**src/rtl/reg_file_wr_arb_pkg.sv**
```systemverilog
`default_nettype none
// +----------------------------------------------------------------------------+
// | reg_file_wr_arb_pkg                                                        |
// | Shared register-file definitions: default sizes and requester selectors.   |
// | Revision: 1.0                                                              |
// +----------------------------------------------------------------------------+
package reg_file_wr_arb_pkg;

    localparam int DEF_WIDTH = 32;
    localparam int DEF_SIZE  = 8;

    typedef enum logic {
        REQ_A = 1'b0,
        REQ_B = 1'b1
    } req_sel_e;

    function automatic int addr_width(input int size);
        return (size > 1) ? $clog2(size) : 1;
    endfunction

endpackage
`default_nettype wire

```
**src/rtl/reg_file_wr_arb_slot.sv**
```systemverilog
`default_nettype none
// +----------------------------------------------------------------------------+
// | reg_file_wr_arb_slot                                                       |
// | One-deep write request holding register with age bit and ready logic.      |
// | Revision: 1.0                                                              |
// +----------------------------------------------------------------------------+
module reg_file_wr_arb_slot
    import reg_file_wr_arb_pkg::*;
#(
    parameter int WIDTH = DEF_WIDTH,
    parameter int AW    = 3
) (
    input  logic             clk,
    input  logic             rst,
    input  logic             i_valid,
    input  logic [AW-1:0]    i_addr,
    input  logic [WIDTH-1:0] i_data,
    input  logic             i_grant,
    output logic             o_ready,
    output logic             o_valid,
    output logic [AW-1:0]    o_addr,
    output logic [WIDTH-1:0] o_data,
    output logic             o_age
);

    logic             r_valid;
    logic             r_age;
    logic [AW-1:0]    r_addr;
    logic [WIDTH-1:0] r_data;

    // Ready depends only on held state and the grant, never on i_valid.
    assign o_ready = !r_valid || i_grant;

    always_ff @(posedge clk or negedge rst) begin
        if (!rst) begin
            r_valid <= 1'b0;
            r_age   <= 1'b0;
            r_addr  <= '0;
            r_data  <= '0;
        end else if (i_valid && o_ready) begin
            r_valid <= 1'b1;
            r_age   <= 1'b0;
            r_addr  <= i_addr;
            r_data  <= i_data;
        end else if (i_grant) begin
            r_valid <= 1'b0;
            r_age   <= 1'b0;
        end else if (r_valid) begin
            // Survived an edge without being written: older than any fresh load.
            r_age   <= 1'b1;
        end
    end

    assign o_valid = r_valid;
    assign o_addr  = r_addr;
    assign o_data  = r_data;
    assign o_age   = r_age;

endmodule
`default_nettype wire

```
**src/rtl/reg_file_wr_arb.sv**
```systemverilog
`default_nettype none
// +----------------------------------------------------------------------------+
// | reg_file_wr_arb                                                            |
// | Two-requester register-file write arbiter with destination scoreboard.     |
// | Revision: 1.0                                                              |
// +----------------------------------------------------------------------------+
module reg_file_wr_arb
    import reg_file_wr_arb_pkg::*;
#(
    parameter  int WIDTH = DEF_WIDTH,
    parameter  int SIZE  = DEF_SIZE,
    localparam int AW    = addr_width(SIZE)
) (
    input  logic             clk,
    input  logic             rst,
    input  logic             aValid,
    input  logic [AW-1:0]    aAddr,
    input  logic [WIDTH-1:0] aData,
    output logic             aReady,
    input  logic             bValid,
    input  logic [AW-1:0]    bAddr,
    input  logic [WIDTH-1:0] bData,
    output logic             bReady,
    input  logic             rsvValid,
    input  logic [AW-1:0]    rsvAddr,
    output logic             rsvReady,
    output logic             write,
    output logic [AW-1:0]    wrAddr,
    output logic [WIDTH-1:0] wrData,
    input  logic [AW-1:0]    rdAddrA,
    input  logic [AW-1:0]    rdAddrB,
    output logic             busyA,
    output logic             busyB
);

    logic             w_a_valid, w_b_valid;
    logic             w_a_age,   w_b_age;
    logic [AW-1:0]    w_a_addr,  w_b_addr;
    logic [WIDTH-1:0] w_a_data,  w_b_data;
    logic             w_grant_a, w_grant_b;
    req_sel_e         r_ptr;
    logic [SIZE-1:0]  r_pend;

    reg_file_wr_arb_slot #(.WIDTH(WIDTH), .AW(AW)) u_slot_a (
        .clk     (clk),
        .rst     (rst),
        .i_valid (aValid),
        .i_addr  (aAddr),
        .i_data  (aData),
        .i_grant (w_grant_a),
        .o_ready (aReady),
        .o_valid (w_a_valid),
        .o_addr  (w_a_addr),
        .o_data  (w_a_data),
        .o_age   (w_a_age)
    );

    reg_file_wr_arb_slot #(.WIDTH(WIDTH), .AW(AW)) u_slot_b (
        .clk     (clk),
        .rst     (rst),
        .i_valid (bValid),
        .i_addr  (bAddr),
        .i_data  (bData),
        .i_grant (w_grant_b),
        .o_ready (bReady),
        .o_valid (w_b_valid),
        .o_addr  (w_b_addr),
        .o_data  (w_b_data),
        .o_age   (w_b_age)
    );

    // Older entry wins; equal age falls back to the round-robin pointer.
    always_comb begin
        w_grant_a = 1'b0;
        w_grant_b = 1'b0;
        if (w_a_valid && w_b_valid) begin
            if (w_a_age != w_b_age)
                w_grant_a = w_a_age;
            else
                w_grant_a = (r_ptr == REQ_A);
            w_grant_b = !w_grant_a;
        end else begin
            w_grant_a = w_a_valid;
            w_grant_b = w_b_valid;
        end
    end

    always_ff @(posedge clk or negedge rst) begin
        if (!rst)
            r_ptr <= REQ_A;
        else if (w_grant_a)
            r_ptr <= REQ_B;
        else if (w_grant_b)
            r_ptr <= REQ_A;
    end

    always_comb begin
        write  = w_a_valid || w_b_valid;
        wrAddr = '0;
        wrData = '0;
        if (w_grant_a) begin
            wrAddr = w_a_addr;
            wrData = w_a_data;
        end else if (w_grant_b) begin
            wrAddr = w_b_addr;
            wrData = w_b_data;
        end
    end

    assign rsvReady = !r_pend[rsvAddr] || (write && (wrAddr == rsvAddr));
    assign busyA    =  r_pend[rdAddrA] && !(write && (wrAddr == rdAddrA));
    assign busyB    =  r_pend[rdAddrB] && !(write && (wrAddr == rdAddrB));

    // A reservation landing on the same edge as the clearing write wins.
    always_ff @(posedge clk or negedge rst) begin
        if (!rst) begin
            r_pend <= '0;
        end else begin
            for (int i = 0; i < SIZE; i++) begin
                if (rsvValid && rsvReady && (rsvAddr == AW'(i)))
                    r_pend[i] <= 1'b1;
                else if (write && (wrAddr == AW'(i)))
                    r_pend[i] <= 1'b0;
            end
        end
    end

endmodule
`default_nettype wire

```
**config.mk**
```make
export PLATFORM = sky130hd
export DESIGN_NAME = reg_file_wr_arb
export DESIGN_NICKNAME = d
export VERILOG_FILES = /design/src/rtl/reg_file_wr_arb_pkg.sv /design/src/rtl/reg_file_wr_arb_slot.sv /design/src/rtl/reg_file_wr_arb.sv
export SDC_FILE = /design/constraint.sdc
export NUM_CORES = 1
export LEC_CHECK = 0
export CORE_MARGIN = 3
export CORE_UTILIZATION = 47
export CTS_CLUSTER_SIZE = 24
export DETAILED_ROUTE_END_ITERATION = 7
export PLACE_DENSITY = 0.81
export SKIP_CTS_REPAIR_TIMING = 1
export SLEW_MARGIN = 25
export SYNTH_ARGS = -nofsm -noshare
export SYNTH_HDL_FRONTEND = slang
export SYNTH_SLANG_ARGS = --single-unit
```
**constraint.sdc**
```tcl
create_clock -name clk -period 2.79 [get_ports clk]
set_clock_uncertainty 0.15 [all_clocks]
set_input_delay 0.558 -clock clk [delete_from_list [all_inputs] [get_ports clk]]
set_output_delay 0.558 -clock clk [all_outputs]
set_load 0.1 [all_outputs]
```
==> results.txt, run 1 <==
status -> finished with violations
failing checks -> negative setup slack
post-route setup slack -> -0.338 ns
top-level port count -> 125
register bit total from synthesis -> 83
post-route ant nets -> 0
largest fanout on the critical path -> 6
final hold vios -> 0
GRT overflow -> 0
Seq. cell area -> 2080 sq um
Port Buf Inserts -> 124
Fillers -> 408
most used routing layer -> met2
Root Driver -> clkbuf_8
Total Nets Final -> 529
DP Worst Slack -> -0.192 ns
CP Class -> flip-flop to output pin
worst reg2reg path depth -> 8
HPWL after DPL -> 7760 um
routed via count -> 3101
CTS tree -> done
Ys Warns -> 0
most frequent cells in the layout -> clkdlybuf4s50_1, dfrtp_1, buf_12, mux2_2, buf_4
via/cell ratio -> 5.62
vias in the first global route -> 3406
WL/cell -> 20.7 um
Final setup violation count -> 30
GRT Overall Usage -> 22.6%
r2r startpoint -> u_slot_a.o_age$_DFFE_PN0P_
max-slew violation count -> 0
first-pass detailed-route iteration total -> 4
Cell Chain, Critical Path -> and3b_4 -> a311oi_4 -> a22oi_2 -> bufinv_8 -> o41ai_4 -> o22ai_4 -> buf_12
global-route wire length before repair -> 17300 um
layout cell share with drive strength beyond 1 -> 49.8%
final period utilization -> 112%
footprint of the multi-input gates -> 2150 sq um
largest net degree at the start of global routing -> 55
initial antenna violation count -> 0
diode count -> 0
GR met2 Demand/Resource -> 36.8%
RSZ-0062 raised after global routing -> yes
core box area -> 7970 sq um
Tmin final -> 3.13 ns
reg-to-reg slack, setup -> 0.09 ns
clk_lat worst skew -> 0.36 ns
Synth Cell Area -> 3990 sq um
Layout Cell Area excl Fill -> 6580 sq um
iteration-0 DRC count of the detailed router -> 161
GR Util met3 -> 9.79%
Worst setup SP type -> flip-flop
Worst EP required -> 2.08 ns
ranking of synthesized cells by area -> dfrtp_1, mux2_2, a22o_1
post-synthesis cell count -> 296
Initial Util -> 50.0%
Rows -> 32
Avg Inst Size Synth -> 13.5 sq um
die height -> 98.1 um
Crit path largest cell delay -> 0.45 ns
Residual DRC -> 0
Post-Route WL -> 11400 um
Total Die Area -> 9620 sq um
hold crit path type -> input port to async pin
number of max-cap violations -> 0
M1 GR Usage -> 27.7%
top-area cell type share of the netlist area -> 52.1%
Area Overhead vs Synth -> 65.1%
Clock Sinks -> 83
CTS max path bufs -> 2
Area after DPL -> 6170 sq um
die width -> 98.1 um
slew margin rel. -> 54.6%
sequential area share after synthesis -> 52.1%
Slowest cell on crit path -> dfrtp_2
CP Capture Type -> output pin
crit path DAT -> 2.42 ns
clock-pin slew on the worst setup and hold paths -> 0.10 ns
largest area contributor in the netlist -> dfrtp_1
Syn Nets -> 380
worst-margin pin slew -> 0.681 ns
Cell variety after synth -> 42
H-Tree Level Count -> 3
Peak Freq -> 0.320 GHz
GP Congestion -> 0.891
total CTS buffers -> 9
worst r2r dst -> r_pend[0]$_DFFE_PN0P_
[registers in the layout, summed over array words and instances, names as in the netlist, 3 cells and up]
signal / flops
u_slot_a.o_data: 32
u_slot_b.o_data: 32
r_pend: 8
u_slot_a.o_addr: 3
u_slot_b.o_addr: 3
[per-stage QoR]
step | utilization, % | TNS, ns | instances | hold slack (ns)
finish | 82.6 | -4.62 | 552 | 0.0686
global route | 82.6 | -8.38 | 552 | 0.0946
CTS | 79.7 | -6.45 | 545 | 0.0901
detailed placement | 77.4 | -0.392 | 529 | 0.326
global placement | 77.4 | -0.204 | 529 | 0.318
floorplan | - | -6.33 | 296 | 0.112
[cell type report]
class / count / share of cell area [%]
clock buffer: 9 / 1.88
clock inverter: 7 / 0.894
inverter: 7 / 0.723
multi-input combinational: 188 / 32.7
sequential: 83 / 31.6
tap: 102 / 1.94
timing repair buffer: 156 / 30.2
[Yosys cell counts]
cell       n
nor2_2     1
mux4_2     6
xnor2_1    2
a22oi_4    1
mux2_2    63
or2_2      2
dfrtp_1   83
o31ai_1    3
nand2_1   14
a311oi_1   1
o211ai_1   1
o21ai_1    7
and3_1     1
nand4_1    1
and3b_4    1
o21ai_0    6
a21oi_1    1
mux2_1     9
xnor2_2    2
a31oi_4    2
a311oi_4   1
a22o_1    32
nand2b_1   7
nor2b_1    2
inv_2      1
and2b_1    1
inv_1      5
mux2i_1    1
inv_4      1
o41ai_1    2
a22oi_2    1
xor2_1     2
o22ai_1    2
buf_2      9
a221oi_4   1
nor3b_1    2
clkbuf_1   9
nor4_1     2
nand3_1    2
nor2_1     4
a31o_2     1
a21o_1     1
[cells by family after synthesis]
group	Yosys count	share of synthesized area (%)
AO/OA/AOI/OAI	63	14.2
XOR/XNOR	6	1.70
buffers and inverters	25	2.70
flip-flops	83	52.1
multiplexers	79	24.0
AND/OR/NAND/NOR	40	5.34
[worst max-delay path by stage]
stage	slack (ns)	from	depth (start not counted)	endpoint
floorplan	-0.21	r_ptr$_DFFE_PN0P_	7	rsvReady
global placement	-0.13	rsvAddr[0]	5	rsvReady
detailed placement	-0.19	rsvAddr[0]	5	rsvReady
CTS	-0.53	u_slot_a.o_age$_DFFE_PN0P_	7	busyB
global route	-0.48	r_ptr$_DFFE_PN0P_	9	rsvReady
finish	-0.34	u_slot_a.o_age$_DFFE_PN0P_	7	busyB
[layer usage]
metal	share of wire [%]	vias up	wire, um
li1	-	1395	-
met1	40	1568	4630
met2	49	121	5610
met3	8.9	17	1010
met4	1.6	0	185
met5	0	-	0
[worst max-delay path, delay by kind of cell (launching register included)]
| family | cells | cell delay (ns) |
|---|---|---|
| AO/OA/AOI/OAI | 4 | 0.83 |
| buffers and inverters | 2 | 0.45 |
| flip-flops | 1 | 0.45 |
| AND/OR/NAND/NOR | 1 | 0.33 |
Power of run 1 is left out: the tool's default activity adds up to more than one toggle a clock period on the data nets, which glitch-free logic cannot reach.
==> inputs of run 2 (changes only) <==
- ABC_AREA: default -> 0
==> results of run 2 <==
Final layout, timing and power as in run 1 (identical DEF).
Power of run 2 is left out for the same reason.
